<file path="config.mk">
export PLATFORM = sky130hd
export DESIGN_NAME = uart_tx_shifter_flat
export DESIGN_NICKNAME = d
export VERILOG_FILES = /design/src/rtl/uart_tx_pkg.sv /design/src/rtl/uart_tx_shifter_if.sv /design/src/rtl/uart_tx_shifter_baud_gen.sv /design/src/rtl/uart_tx_shifter.sv /design/src/flat_wrapper.sv
export SDC_FILE = /design/constraint.sdc
export NUM_CORES = 1
export LEC_CHECK = 0
export CORE_MARGIN = 2
export CORE_UTILIZATION = 48
export DETAILED_ROUTE_END_ITERATION = 16
export PLACE_DENSITY = 0.78
export SLEW_MARGIN = 20
export SYNTH_ARGS = -nofsm -noshare
export SYNTH_HDL_FRONTEND = slang
export SYNTH_SLANG_ARGS = --single-unit
</file>
<file path="constraint.sdc">
create_clock -name clk -period 1.8 [get_ports clk]
set_input_delay 0.27 -clock clk [delete_from_list [all_inputs] [get_ports clk]]
set_output_delay 0.27 -clock clk [all_outputs]
set_load 0.05 [all_outputs]
</file>
<file path="src/rtl/uart_tx_pkg.sv">
// Shared types and constants for the UART transmit shifter.
package uart_tx_pkg;

    localparam int DATA_W = 8;
    localparam int WL_W   = 6;

    // 3-bit encoding kept identical to the comparator's view of the shifter state
    typedef enum logic [2:0] {
        IDLE   = 3'd0,
        START  = 3'd1,
        DATA   = 3'd2,
        PARITY = 3'd3,
        STOP   = 3'd4
    } tx_state_e;

    function automatic int frame_bits(input bit parity_en);
        return parity_en ? 11 : 10;
    endfunction

endpackage

</file>
<file path="src/rtl/uart_tx_shifter_if.sv">
// PCI-side byte write channel into the transmit holding register.
interface uart_tx_shifter_if;
    import uart_tx_pkg::*;

    logic              wr_valid;
    logic [DATA_W-1:0] wr_data;
    logic              wr_ready;

    modport master (output wr_valid, output wr_data, input wr_ready);
    modport slave  (input wr_valid, input wr_data, output wr_ready);

endinterface

</file>
<file path="src/rtl/uart_tx_shifter_baud_gen.sv">
// Free-running bit-period counter; tick marks the last cycle of each bit period.
module baud_gen #(
    parameter int CLKS_PER_BIT = 16
) (
    input  logic clk,
    input  logic rst_n,
    input  logic clear,
    output logic tick
);

    localparam int CW = $clog2(CLKS_PER_BIT);
    localparam logic [CW-1:0] LAST = CW'(CLKS_PER_BIT - 1);

    logic [CW-1:0] cnt;

    assign tick = (cnt == LAST);

    always_ff @(posedge clk) begin
        if (!rst_n || clear) begin
            cnt <= '0;
        end else if (tick) begin
            cnt <= '0;
        end else begin
            cnt <= cnt + 1'b1;
        end
    end

endmodule

</file>
<file path="src/rtl/uart_tx_shifter.sv">
// Holding register plus 8N1/8E1 frame shifter; workload reports unfinished frame bits.
module uart_tx_shifter
    import uart_tx_pkg::*;
#(
    parameter int CLKS_PER_BIT = 16,
    parameter bit PARITY_EN    = 1'b0
) (
    input  logic                 clk,
    input  logic                 rst_n,
    uart_tx_shifter_if.slave     wr,
    input  logic                 enable,
    output logic                 tx,
    output logic [WL_W-1:0]      workload,
    output logic                 busy
);

    localparam logic [WL_W-1:0] FRAME = WL_W'(frame_bits(PARITY_EN));

    tx_state_e         state;
    logic              hold_full;
    logic [DATA_W-1:0] hold_data;
    logic [DATA_W-1:0] shreg;
    logic [2:0]        bit_cnt;
    logic              parity;
    logic              load;
    logic              tick;

    assign load        = (state == IDLE) && hold_full && enable;
    assign wr.wr_ready = !hold_full;

    baud_gen #(.CLKS_PER_BIT(CLKS_PER_BIT)) u_baud (
        .clk   (clk),
        .rst_n (rst_n),
        .clear (load),
        .tick  (tick)
    );

    always_ff @(posedge clk) begin
        if (!rst_n) begin
            state     <= IDLE;
            tx        <= 1'b1;
            workload  <= '0;
            busy      <= 1'b0;
            hold_full <= 1'b0;
            hold_data <= '0;
            shreg     <= '0;
            bit_cnt   <= '0;
            parity    <= 1'b0;
        end else begin
            // a write needs an empty holder and a load a full one, so they never collide
            if (wr.wr_valid && !hold_full) begin
                hold_full <= 1'b1;
                hold_data <= wr.wr_data;
            end

            if (load) begin
                state     <= START;
                tx        <= 1'b0;
                shreg     <= hold_data;
                parity    <= ^hold_data;
                hold_full <= 1'b0;
                workload  <= FRAME;
                busy      <= 1'b1;
                bit_cnt   <= '0;
            end else if (tick && state != IDLE) begin
                if (workload != '0) workload <= workload - 1'b1;
                case (state)
                    START: begin
                        state   <= DATA;
                        tx      <= shreg[0];
                        shreg   <= shreg >> 1;
                        bit_cnt <= '0;
                    end
                    DATA: begin
                        if (bit_cnt == 3'd7) begin
                            if (PARITY_EN) begin
                                state <= PARITY;
                                tx    <= parity;
                            end else begin
                                state <= STOP;
                                tx    <= 1'b1;
                            end
                        end else begin
                            bit_cnt <= bit_cnt + 1'b1;
                            tx      <= shreg[0];
                            shreg   <= shreg >> 1;
                        end
                    end
                    PARITY: begin
                        state <= STOP;
                        tx    <= 1'b1;
                    end
                    STOP: begin
                        state <= IDLE;
                        tx    <= 1'b1;
                        busy  <= 1'b0;
                    end
                    default: begin
                        state <= IDLE;
                        tx    <= 1'b1;
                        busy  <= 1'b0;
                    end
                endcase
            end
        end
    end

endmodule
</file>
<file path="src/flat_wrapper.sv">
// flat-port wrapper written by rule: the top's interface ports become plain ports
module uart_tx_shifter_flat import uart_tx_pkg::*;
#(
    parameter int CLKS_PER_BIT = 16,
    parameter bit PARITY_EN    = 1'b0
)
  (clk, rst_n, enable, tx, workload, busy, wr_wr_valid, wr_wr_data, wr_wr_ready);
  uart_tx_shifter_if wr_i ();
  input  logic clk;
  input  logic rst_n;
  input  logic enable;
  output logic tx;
  output logic [WL_W-1:0] workload;
  output logic busy;
  input wire logic [$bits(wr_i.wr_valid)-1:0] wr_wr_valid;
  input wire logic [$bits(wr_i.wr_data)-1:0] wr_wr_data;
  output wire logic [$bits(wr_i.wr_ready)-1:0] wr_wr_ready;
  assign wr_i.wr_valid = wr_wr_valid;
  assign wr_i.wr_data = wr_wr_data;
  assign wr_wr_ready = wr_i.wr_ready;
  uart_tx_shifter #(.CLKS_PER_BIT(CLKS_PER_BIT), .PARITY_EN(PARITY_EN)) u_core (.clk(clk), .rst_n(rst_n), .wr(wr_i), .enable(enable), .tx(tx), .workload(workload), .busy(busy));
endmodule
</file>
==> key figures <==
Detailed routing
  – Drt initial violations: 65
  – DRT antenna net count: 0
  – Vias/cell: 5.47
  – Number of remaining DRC errors: 0
  – Via count: 1,329
  – Routed len/inst: 13.4 um
  – First-pass DRT Iterations: 4
  – Final WL: 3.26 mm

Yosys
  – Post-Syn Area: 0.00152 mm2
  – Sequential area share after synthesis: 46.2%
  – #FFs+latches synth: 35
  – Ys flop type: dfxtp_1
  – Synth Area in Compound Gates: 17.2%
  – Mux share of post-synthesis cell area: 5.28%
  – Unique masters post-synth: 38
  – YS warnings: 0
  – Post-synthesis xor/xnor area fraction: 2.89%
  – Synth Area in Simple Gates: 20.0%
  – Post-Synth Adder-Cell Area: 3.30%
  – Post-synth EDFFs: 0
  – Largest family of logic cells by synthesized area: simple AND/OR/NAND/NOR gates
  – Post-Syn Nets: 183
  – Asr flop ratio synth: 0%
  – Average size of a mapped cell: 9.09 um2
  – Gate Count Post-Synth: 167

GRT
  – All-layer global routing usage: 20.7%
  – Largest net degree at the start of global routing: 17
  – Vias in the first global route: 1,237
  – Congestion Overflow GR: 0
  – First-pass GRT wire length: 5.50 mm
  – Initial antenna violation count: 0

Worst hold path
  – HP Class: flip-flop to flip-flop

Setup path
  – CP Class: flip-flop to flip-flop
  – Worst path max stage delay: 0.50 ns
  – Crit path from: u_core.workload[0]$_SDFFE_PP0P_
  – RR Startpoint: u_core.workload[0]$_SDFFE_PP0P_
  – Crit path max fanout: 5
  – FF-to-FF End: u_core.workload[0]$_SDFFE_PP0P_
  – CP startpoint kind: flip-flop
  – Worst Path Required: 2.03 ns
  – R2R Setup Slk: 0.03 ns
  – Crit end category: flip-flop
  – Critical path's slowest cell: or4b_4
  – R2r worst-path depth: 7
  – Crit path cell chain: inv_2, ha_2, or4b_4, o211ai_4, buf_4, xnor2_1, nor2_1
  – CP arrival: 2.00 ns
  – Worst Setup EP: u_core.workload[0]$_SDFFE_PP0P_

Floorplanning
  – Num ports: 21
  – # rows: 20
  – Die X-Extent: 60.2 um
  – Die ar.: 0.00363 mm2
  – Die Height: 60.2 um
  – Initial Util: 50.1%
  – Core area: 0.00303 mm2

Timing
  – Setup Viol. Count Final: 0
  – Worst Tran Pin Value: 0.504 ns
  – Final Hold Viols: 0
  – Slew Viols, Final: 0
  – Skew final: 0.00811 ns
  – Fraction of the cycle the final worst path needs: 98.2%
  – Final hold slack: 0.476 ns
  – Fin crit period: 1.77 ns
  – Unrepaired setup endpoints after global routing: true
  – Peak Freq: 566 MHz
  – Slew Limit Headroom: 66.4%
  – Slack of the critical path: 0.0332 ns

Pwr
  – Power Density: 773 mW/mm2
  – Worst IR Drop VDD: 0.421 mV
  – Lkg Pwr: 0.775 nW

Final layout
  – Layout area overhead: 25.9%
  – Fillers: 255
  – Share of layout cells above drive strength 1: 23.6%
  – Nets: 215
  – Diodes inserted: 0

Clocking
  – Clock Latency Late Sink: 0.34 ns
  – Clock transition at the registers of the reported paths: 0.10 ns
  – CTS Root Cell: clkbuf_4
  – Total CTS buffers: 5
  – H-tree levels: 2
  – CTS tree: yes
  – Clock buffer depth: 2
  – CTS Sinks: 35

Placement
  – Placer Congestion: 0.821
  – PortBufs: 20
  – Dpl ws: -0.0626 ns
  – Hpwl dp: 2.44 mm

Run status
  – Status: finished clean

Flow run
  – Max-cap violations: 0
## metal layers
metal | vias to the layer above | track usage, % | part of all wire [%]
met5 | - | 0 | 0
met4 | 0 | 6.67 | 1.3
met3 | 5 | 7.14 | 4.7
met2 | 35 | 37.0 | 52
met1 | 632 | 22.8 | 42
li1 | 657 | - | -
## cell usage after synthesis (3+ instances only)
cell type / number / share of area (%)
dfxtp_1: 35 / 46
nand2_1: 20 / 4.9
nor2_1: 18 / 4.5
o21ai_0: 9 / 3.0
a31oi_1: 8 / 3.3
mux2i_1: 8 / 5.3
a21oi_1: 7 / 2.3
inv_1: 6 / 1.5
buf_2: 5 / 1.6
nand3_1: 5 / 1.6
ha_1: 4 / 3.3
nor3_1: 4 / 1.3
clkbuf_1: 3 / 0.74
or4_1: 3 / 1.5
xor2_1: 3 / 1.7
## where the power goes
| group | switching (mW) | total (mW) | internal [mW] | leakage (nW) |
|---|---|---|---|---|
| clock network | 0.254 | 0.435 | 0.181 | 0.0341 |
| logic | 0.108 | 0.201 | 0.0928 | 0.454 |
| registers | 0.0290 | 0.842 | 0.813 | 0.287 |
| total | 0.391 | 1.48 | 1.09 | 0.775 |
## sequential cells by signal (all words and copies together), names as in the netlist
name / count
u_core.bit_cnt: 3
u_core.state: 3
u_core.hold_full: 1
u_core.tx: 1
u_core.u_baud.cnt: 4
u_core.busy: 1
u_core.hold_data: 8
u_core.workload: 6
u_core.shreg: 8
## cell type report
type	count	area (um2)	share of cell area (%)
Multi-Input combinational cell	115	762	39.9
Clock inverter	1	5.00	0.262
Clock buffer	6	51.3	2.69
Sequential cell	35	704	36.9
Timing Repair Buffer	36	310	16.2
Inverter	6	22.5	1.18
Tap cell	44	55.1	2.88
## cells in the final DEF (no fill, tap or decap), types with 2 or more instances in the layout
cell type	netlist	final
dfxtp_1	35	32
buf_4	2	21
nand2_1	20	20
nor2_1	18	18
clkdlybuf4s50_1	0	11
o21ai_0	9	9
mux2i_1	8	8
a31oi_1	8	8
a21oi_1	7	7
nand3_1	5	5
clkbuf_4	0	5
inv_1	6	4
nor3_1	4	4
xor2_1	3	3
ha_1	4	3
dlymetal6s2s_1	0	3
dfxtp_2	0	3
inv_2	0	2
xnor2_1	2	2
a32o_1	2	2
o21ai_1	2	2
or4_1	3	2
o2111ai_1	2	2
## metrics by stage
step / cell area [um2] / instances / total power [mW] / setup TNS, ns / util (%)
2_1_floorplan: 1520 / 167 / 0.984 / 0 / -
3_3_place_gp: 1810 / 234 / 1.05 / -0.00743 / 59.8
4_1_cts: 1880 / 241 / 1.49 / 0 / 62.0
6_report: 1910 / 243 / 1.48 / 0 / 63.1
5_1_grt: 1910 / 243 / 1.55 / -0.0917 / 63.1
3_5_place_dp: 1810 / 234 / 1.06 / -0.132 / 59.8
## worst max-delay path, delay by kind of cell (launching register included)
kind / cells / cell delay (ns)
adders and majority gates: 1 / 0.18
xor gates and xnor gates: 1 / 0.11
DFF: 1 / 0.34
AOI/OAI and AO/OA: 1 / 0.25
and+or+nand+nor: 2 / 0.55
buffers and inverters: 2 / 0.23
## what timing repair did
| item | in CTS | in global routing |
|---|---|---|
| hold buffers | 0 | 0 |
| endpoints found under the setup margin | 10 | 14 |
| gates resized for setup | 2 | 10 |
| buffers inserted | 0 | 1 |
| pin swaps | 0 | 3 |
| gates cloned | 0 | 1 |
## how the worst min path moves through the flow
stage,from,end,slack [ns],cells past startpoint
3_5_place_dp,u_core.shreg[6]$_SDFFE_PN0P_,u_core.shreg[6]$_SDFFE_PN0P_,0.46,2
3_3_place_gp,u_core.u_baud.cnt[0]$_SDFF_PP0_,u_core.u_baud.cnt[0]$_SDFF_PP0_,0.44,1
6_report,u_core.shreg[3]$_SDFFE_PN0P_,u_core.shreg[2]$_SDFFE_PN0P_,0.48,2
5_1_grt,u_core.shreg[6]$_SDFFE_PN0P_,u_core.shreg[6]$_SDFFE_PN0P_,0.50,2
4_1_cts,u_core.u_baud.cnt[0]$_SDFF_PP0_,u_core.u_baud.cnt[0]$_SDFF_PP0_,0.48,1
2_1_floorplan,wr_wr_valid,u_core.hold_full$_SDFFE_PP0P_,0.39,2
## cells by family (layout without fill, tap and decap cells)
family	Yosys count	count (layout)
xor+xnor	5	5
compound gates	37	37
buf+inv	17	49
fa+ha+maj	4	4
flops	35	35
mux	8	8
simple gates	61	61
Note: power is estimated with default switching activity, not from simulation.
==> patch 1: new RTL, config.mk and constraints unchanged <==
Reset style: asynchronous (`rst_n`), changed in one clocked block.
--- a/src/rtl/uart_tx_shifter.sv
+++ b/src/rtl/uart_tx_shifter.sv
@@ -35,7 +35,7 @@
         .tick  (tick)
     );
 
-    always_ff @(posedge clk) begin
+    always_ff @(posedge clk or negedge rst_n) begin
         if (!rst_n) begin
             state     <= IDLE;
             tx        <= 1'b1;
Check against the original RTL: differs if rst_n is asserted again (counterexample within 4 cycles, from zero or initial values and one cycle with rst_n low); with rst_n held inactive, the same outputs for 10 cycles.
==> patch 1 against the original RTL <==
The flow now finishes with violations (setup timing). Core utilization increased by 2.4 points. Sequential share of layout area increased by 5.7 points. Sequential cell count unchanged. Non-clock buffer count increased by 2. Power increased by 14%. Setup slack got worse by 300 ps. Fmax decreased by 15%. Sequential power increased by 11%. Area after synthesis increased by 2.8%. Routed wire length increased by 2.8%. Synthesized cell count decreased by 14%. Final area increased by 5.6%.
==> patch 1: results (changes against the original RTL) <==
status: finished, violations left
failing checks: setup timing
largest net degree at the start of global routing: 32 (+15)
PortBufs: 20 (unchanged)
Post-Route WL: 3350 um (+2.8%)
Worst-path clk slew: 110 ps
post-synthesis mux area share: 0.0770 (+0.0242)
Pre-antenna DRT Iters: 4 (unchanged)
post-synth net total: 160 (-13%)
layout cells sized above 1: 0.293 (+0.0573)
Layout Nets: 200 (-7.0%)
worst hold path type: primary input to asynchronous set/reset pin
final setup violation count: 11 (+11)
leak pwr: 0.939 nW (+21%)
via count: 1,224 (-7.9%)
Async SR Flop Fraction: 0.886 (+0.886)
dpl hpwl: 2440 um (+0.23%)
Final Wtd Congestion: 0.794 (-3.2%)
worst slack, placed: -327 ps (-264 ps)
Slew headroom: 0.667 (+0.00288)
Max clock buf depth: 2 (unchanged)
root buffer selected by CTS: clkbuf_4
Setup Skew: 14.9 ps (+6.79 ps)
Critical-path top delay cell: dfrtp_1
vias in the first global route: 1,267 (+2.4%)
Final Hold Viols: 0 (unchanged)
Crit Path Max Fanout: 8 (+3)
top cells by count, synth: 30 x dfrtp_1, 17 x nand2_1, 12 x nor2_1
H-tree levels: 2 (unchanged)
Filler Cells Inserted: 263 (+3.1%)
sequential fraction of the synthesis area: 0.549 (+0.0877)
initial antenna violation count: 0 (unchanged)
Synth Area in Compound Gates: 0.110 (-0.0624)
yosys warns: 0 (unchanged)
Synth Area in XOR/XNOR: 0.00561 (-0.0232)
Main synth FF type: dfrtp_1
first-pass GRT wire length: 5890 um (+7.1%)
CP peak stage delay: 410 ps (-90 ps)
placed cell area: 1930 sq um (+6.4%)
Regs by FF count: u_core.hold_data x8, u_core.shreg x8, u_core.workload x6
R2R depth: 6 (-1)
Crit. Startpoint: u_core.bit_cnt[0]
DRT iter0 DRCs: 44 (-32%)
CP arrival: 2290 ps (+290 ps)
Setup crit end: u_core.shreg[4]
Max VDD drop: 0.516 mV (+22%)
Unique masters post-synth: 34 (-11%)
PnR worst setup slack: -267 ps (-300 ps)
Post-Synth Adder-Cell Area: 0.0401 (+0.00712)
Synth area leaders: dfrtp_1 48%, mux2_2 5.8%, dfxtp_1 5.1%
gr usage total: 0.223 (+0.0155)
fin. max-slew vios: 0 (unchanged)
-- patch 1: metrics by stage --
stage / utilization / instances / setup TNS (ps) / power, W
CTS: 0.652 / 227 / -1910 / 0.00169
detailed placement: 0.626 / 217 / -2480 / 0.00127
global route: 0.655 / 228 / -2890 / 0.00177
global placement: 0.626 / 217 / -1900 / 0.00124
floorplan: - / 143 / -1660 / 0.00114
finish: 0.655 / 228 / -2030 / 0.00168
-- patch 1: power breakdown --
group,total (W),internal [W],switching [W]
clock network,0.000409,0.000156,0.000253
logic,0.000339,0.000166,0.000173
registers,0.000932,0.000867,0.0000655
-- patch 1: cell type report --
cell class                 instances  area, sq um  share of cell area
sequential                        35          860               0.426
multi-input combinational         98          716               0.355
clock buffer                       8         48.8              0.0242
timing repair buffer              38          319               0.158
tap                               44         55.1              0.0273
inverter                           5         18.8             0.00931
-- patch 1: worst min-delay path by stage --
stage                 from  depth (start not counted)                end  slack (ps)
2_1_floorplan        rst_n                          0  u_core.bit_cnt[0]         -30
3_5_place_dp   u_core.busy                          2        u_core.busy         470
3_3_place_gp   u_core.busy                          2        u_core.busy         460
5_1_grt              rst_n                          2  u_core.bit_cnt[2]         400
6_report             rst_n                          2  u_core.bit_cnt[2]         380
4_1_cts              rst_n                          2  u_core.bit_cnt[2]         380
-- patch 1: timing repair --
action | in CTS | in global routing
gates resized for setup | 5 | 1
endpoints found under the setup margin | 14 | 14
setup buffers | 2 | 1
pin swaps | 7 | 1
-- patch 1: routing by layer --
layer	part of all wire	GRT usage	up-vias
li1	-	-	595
met1	0.45	0.282	591
met5	0	0	-
met2	0.49	0.358	29
met4	0.023	0.0932	0
met3	0.038	0.0672	9
-- patch 1: worst max-delay path: cells and delay by family (launching register included) --
family / cells / cell delay [ps]
simple gates: 2 / 550
compound gates: 2 / 640
flops: 1 / 410
fa+ha+maj: 2 / 350
-- patch 1: cells by family (layout without fill, tap and decap cells) --
kind of cell             count (synthesis)  after routing
AND/OR/NAND/NOR                         59             59
XOR/XNOR                                 1              1
adder cells (fa/ha/maj)                  5              5
AO/OA/AOI/OAI                           22             22
flip-flops                              35             35
buffers and inverters                   10             51
multiplexers                            11             11
==> patch 2: new RTL, config.mk and constraints unchanged <==
Without the edit above. `CLKS_PER_BIT` is set to 16 in 3 places; all go to 8.
--- a/src/rtl/uart_tx_shifter_baud_gen.sv
+++ b/src/rtl/uart_tx_shifter_baud_gen.sv
@@ -1,6 +1,6 @@
 // Free-running bit-period counter; tick marks the last cycle of each bit period.
 module baud_gen #(
-    parameter int CLKS_PER_BIT = 16
+    parameter int CLKS_PER_BIT = 8
 ) (
     input  logic clk,
     input  logic rst_n,
--- a/src/rtl/uart_tx_shifter.sv
+++ b/src/rtl/uart_tx_shifter.sv
@@ -2,7 +2,7 @@
 module uart_tx_shifter
     import uart_tx_pkg::*;
 #(
-    parameter int CLKS_PER_BIT = 16,
+    parameter int CLKS_PER_BIT = 8,
     parameter bit PARITY_EN    = 1'b0
 ) (
     input  logic                 clk,
--- a/src/flat_wrapper.sv
+++ b/src/flat_wrapper.sv
@@ -1,7 +1,7 @@
 // flat-port wrapper written by rule: the top's interface ports become plain ports
 module uart_tx_shifter_flat import uart_tx_pkg::*;
 #(
-    parameter int CLKS_PER_BIT = 16,
+    parameter int CLKS_PER_BIT = 8,
     parameter bit PARITY_EN    = 1'b0
 )
   (clk, rst_n, enable, tx, workload, busy, wr_wr_valid, wr_wr_data, wr_wr_ready);
Check against the original RTL: no difference found for any inputs over 10 cycles, from zero or initial values and one cycle with rst_n low; that may be too few to reach the edited logic, so the function may still have changed.
==> patch 2 against the original RTL <==
The run now ends with setup timing left. Power increased by 6.1%. Sequential share of layout area increased by 0.18 points. Clock power increased by 24%. Final area decreased by 3.1%. Sequential cell count decreased by 1. Routed wire length decreased by 5.4%. Setup slack got worse by 42 ps. Area after synthesis decreased by 5.4%. Critical endpoint is now u_core.shreg[5].
==> patch 2: results (changes against the original RTL) <==
Synth Area in Compound Gates: 0.159 (-0.0136)
dpl hpwl: 2120 um (-13%)
worst-margin pin slew: 536 ps (+32.0 ps)
clk pwr: 0.000538 W (+24%)
Final Wtd Congestion: 0.798 (-2.8%)
Flop pwr share: 0.527 (-0.043)
largest net degree at the start of global routing: 16 (-1)
gr usage total: 0.196 (-0.0108)
Max VDD drop: 0.476 mV (+13%)
Max clock buf depth: 2 (unchanged)
failing checks: setup timing
Worst-path clk slew: 110 ps
Switch Pwr: 0.000387 W (-0.92%)
Setup Skew: 14.0 ps (+5.86 ps)
WL met1: 1330 um (-2.4%)
post-synthesis mux area share: 0.0628 (+0.0100)
Layout Nets: 205 (-4.7%)
leak pwr: 0.726 nW (-6.3%)
sequential fraction of the synthesis area: 0.474 (+0.0126)
Unique masters post-synth: 31 (-18%)
Synth area leaders: dfxtp_1 47%, mux2i_1 6.3%, nand2_1 6.0%
post-synth net total: 178 (-2.7%)
metal2 WL: 1590 um (-6.7%)
top cells by count, synth: 34 x dfxtp_1, 23 x nand2_1, 16 x nor2_1
DRT iter0 DRCs: 67 (+3.1%)
CP peak stage delay: 410 ps (-90 ps)
first-pass GRT wire length: 5120 um (-6.9%)
Power Density: 847 nW/um^2 (+9.6%)
wire per inst: 14.0 um (+4.5%)
worst slack, placed: -80.0 ps (-17.4 ps)
PnR worst setup slack: -9.18 ps (-42.4 ps)
CP arrival: 2060 ps (+60 ps)
via count: 1,245 (-6.3%)
Synth Area in XOR/XNOR: 0.0183 (-0.0105)
final setup violation count: 1 (+1)
Syn Std Cell Area: 1440 sq um (-5.4%)
status: finished, violations left
worst skew pair latency: 330 ps
==> patch 2: layout make-up <==
type / instances / area [sq um]
clock inverters: 1 / 30.0
inverters: 5 / 18.8
multi-input cells: 115 / 778
repair buffers: 27 / 254
clock buffers: 7 / 45.0
flip-flops and latches: 34 / 686
well taps: 31 / 38.8
fillers: 239 / 955
==> patch 2: logic make-up (layout without fill, tap and decap cells) <==
logic type / Yosys count / count (layout)
simple gates: 63 / 63
xor+xnor: 3 / 3
fa+ha+maj: 5 / 5
compound gates: 35 / 35
mux: 9 / 9
flops: 34 / 34
buf+inv: 12 / 40
==> patch 2: through the flow <==
stage,hold slack (ps),setup TNS (ps),cell area [sq um],instances
final,432,-9.18,1850,220
after global routing,458,-589,1850,220
after CTS,438,-359,1810,220
after detailed placement,423,-673,1670,210
after global placement,414,0,1670,210
after floorplan,386,0,1440,161
==> patch 2: routing by layer <==
metal,up-vias,GRT usage
li1,616,-
met1,592,0.228
met4,0,0.0877
met5,-,0
met2,33,0.348
met3,4,0.0396
==> patch 2: worst paths after layout <==
check	to	slack (ps)	start	depth (start not counted)
setup / recovery	u_core.shreg[5]	-9	u_core.bit_cnt[0]	7
setup reg to reg	u_core.shreg[5]	-9	u_core.bit_cnt[0]	7
hold / removal	u_core.u_baud.cnt[0]	430	u_core.u_baud.cnt[0]	1
hold reg to reg	u_core.u_baud.cnt[0]	430	u_core.u_baud.cnt[0]	1
==> patch 2: repair_timing <==
| item | in CTS | in global routing |
|---|---|---|
| setup endpoints to repair | 12 | 16 |
| hold buffers | 0 | 0 |
| pin swaps | 7 | 7 |
| gates resized for setup | 12 | 13 |
| gates cloned | 1 | 0 |
| setup buffers | 1 | 0 |
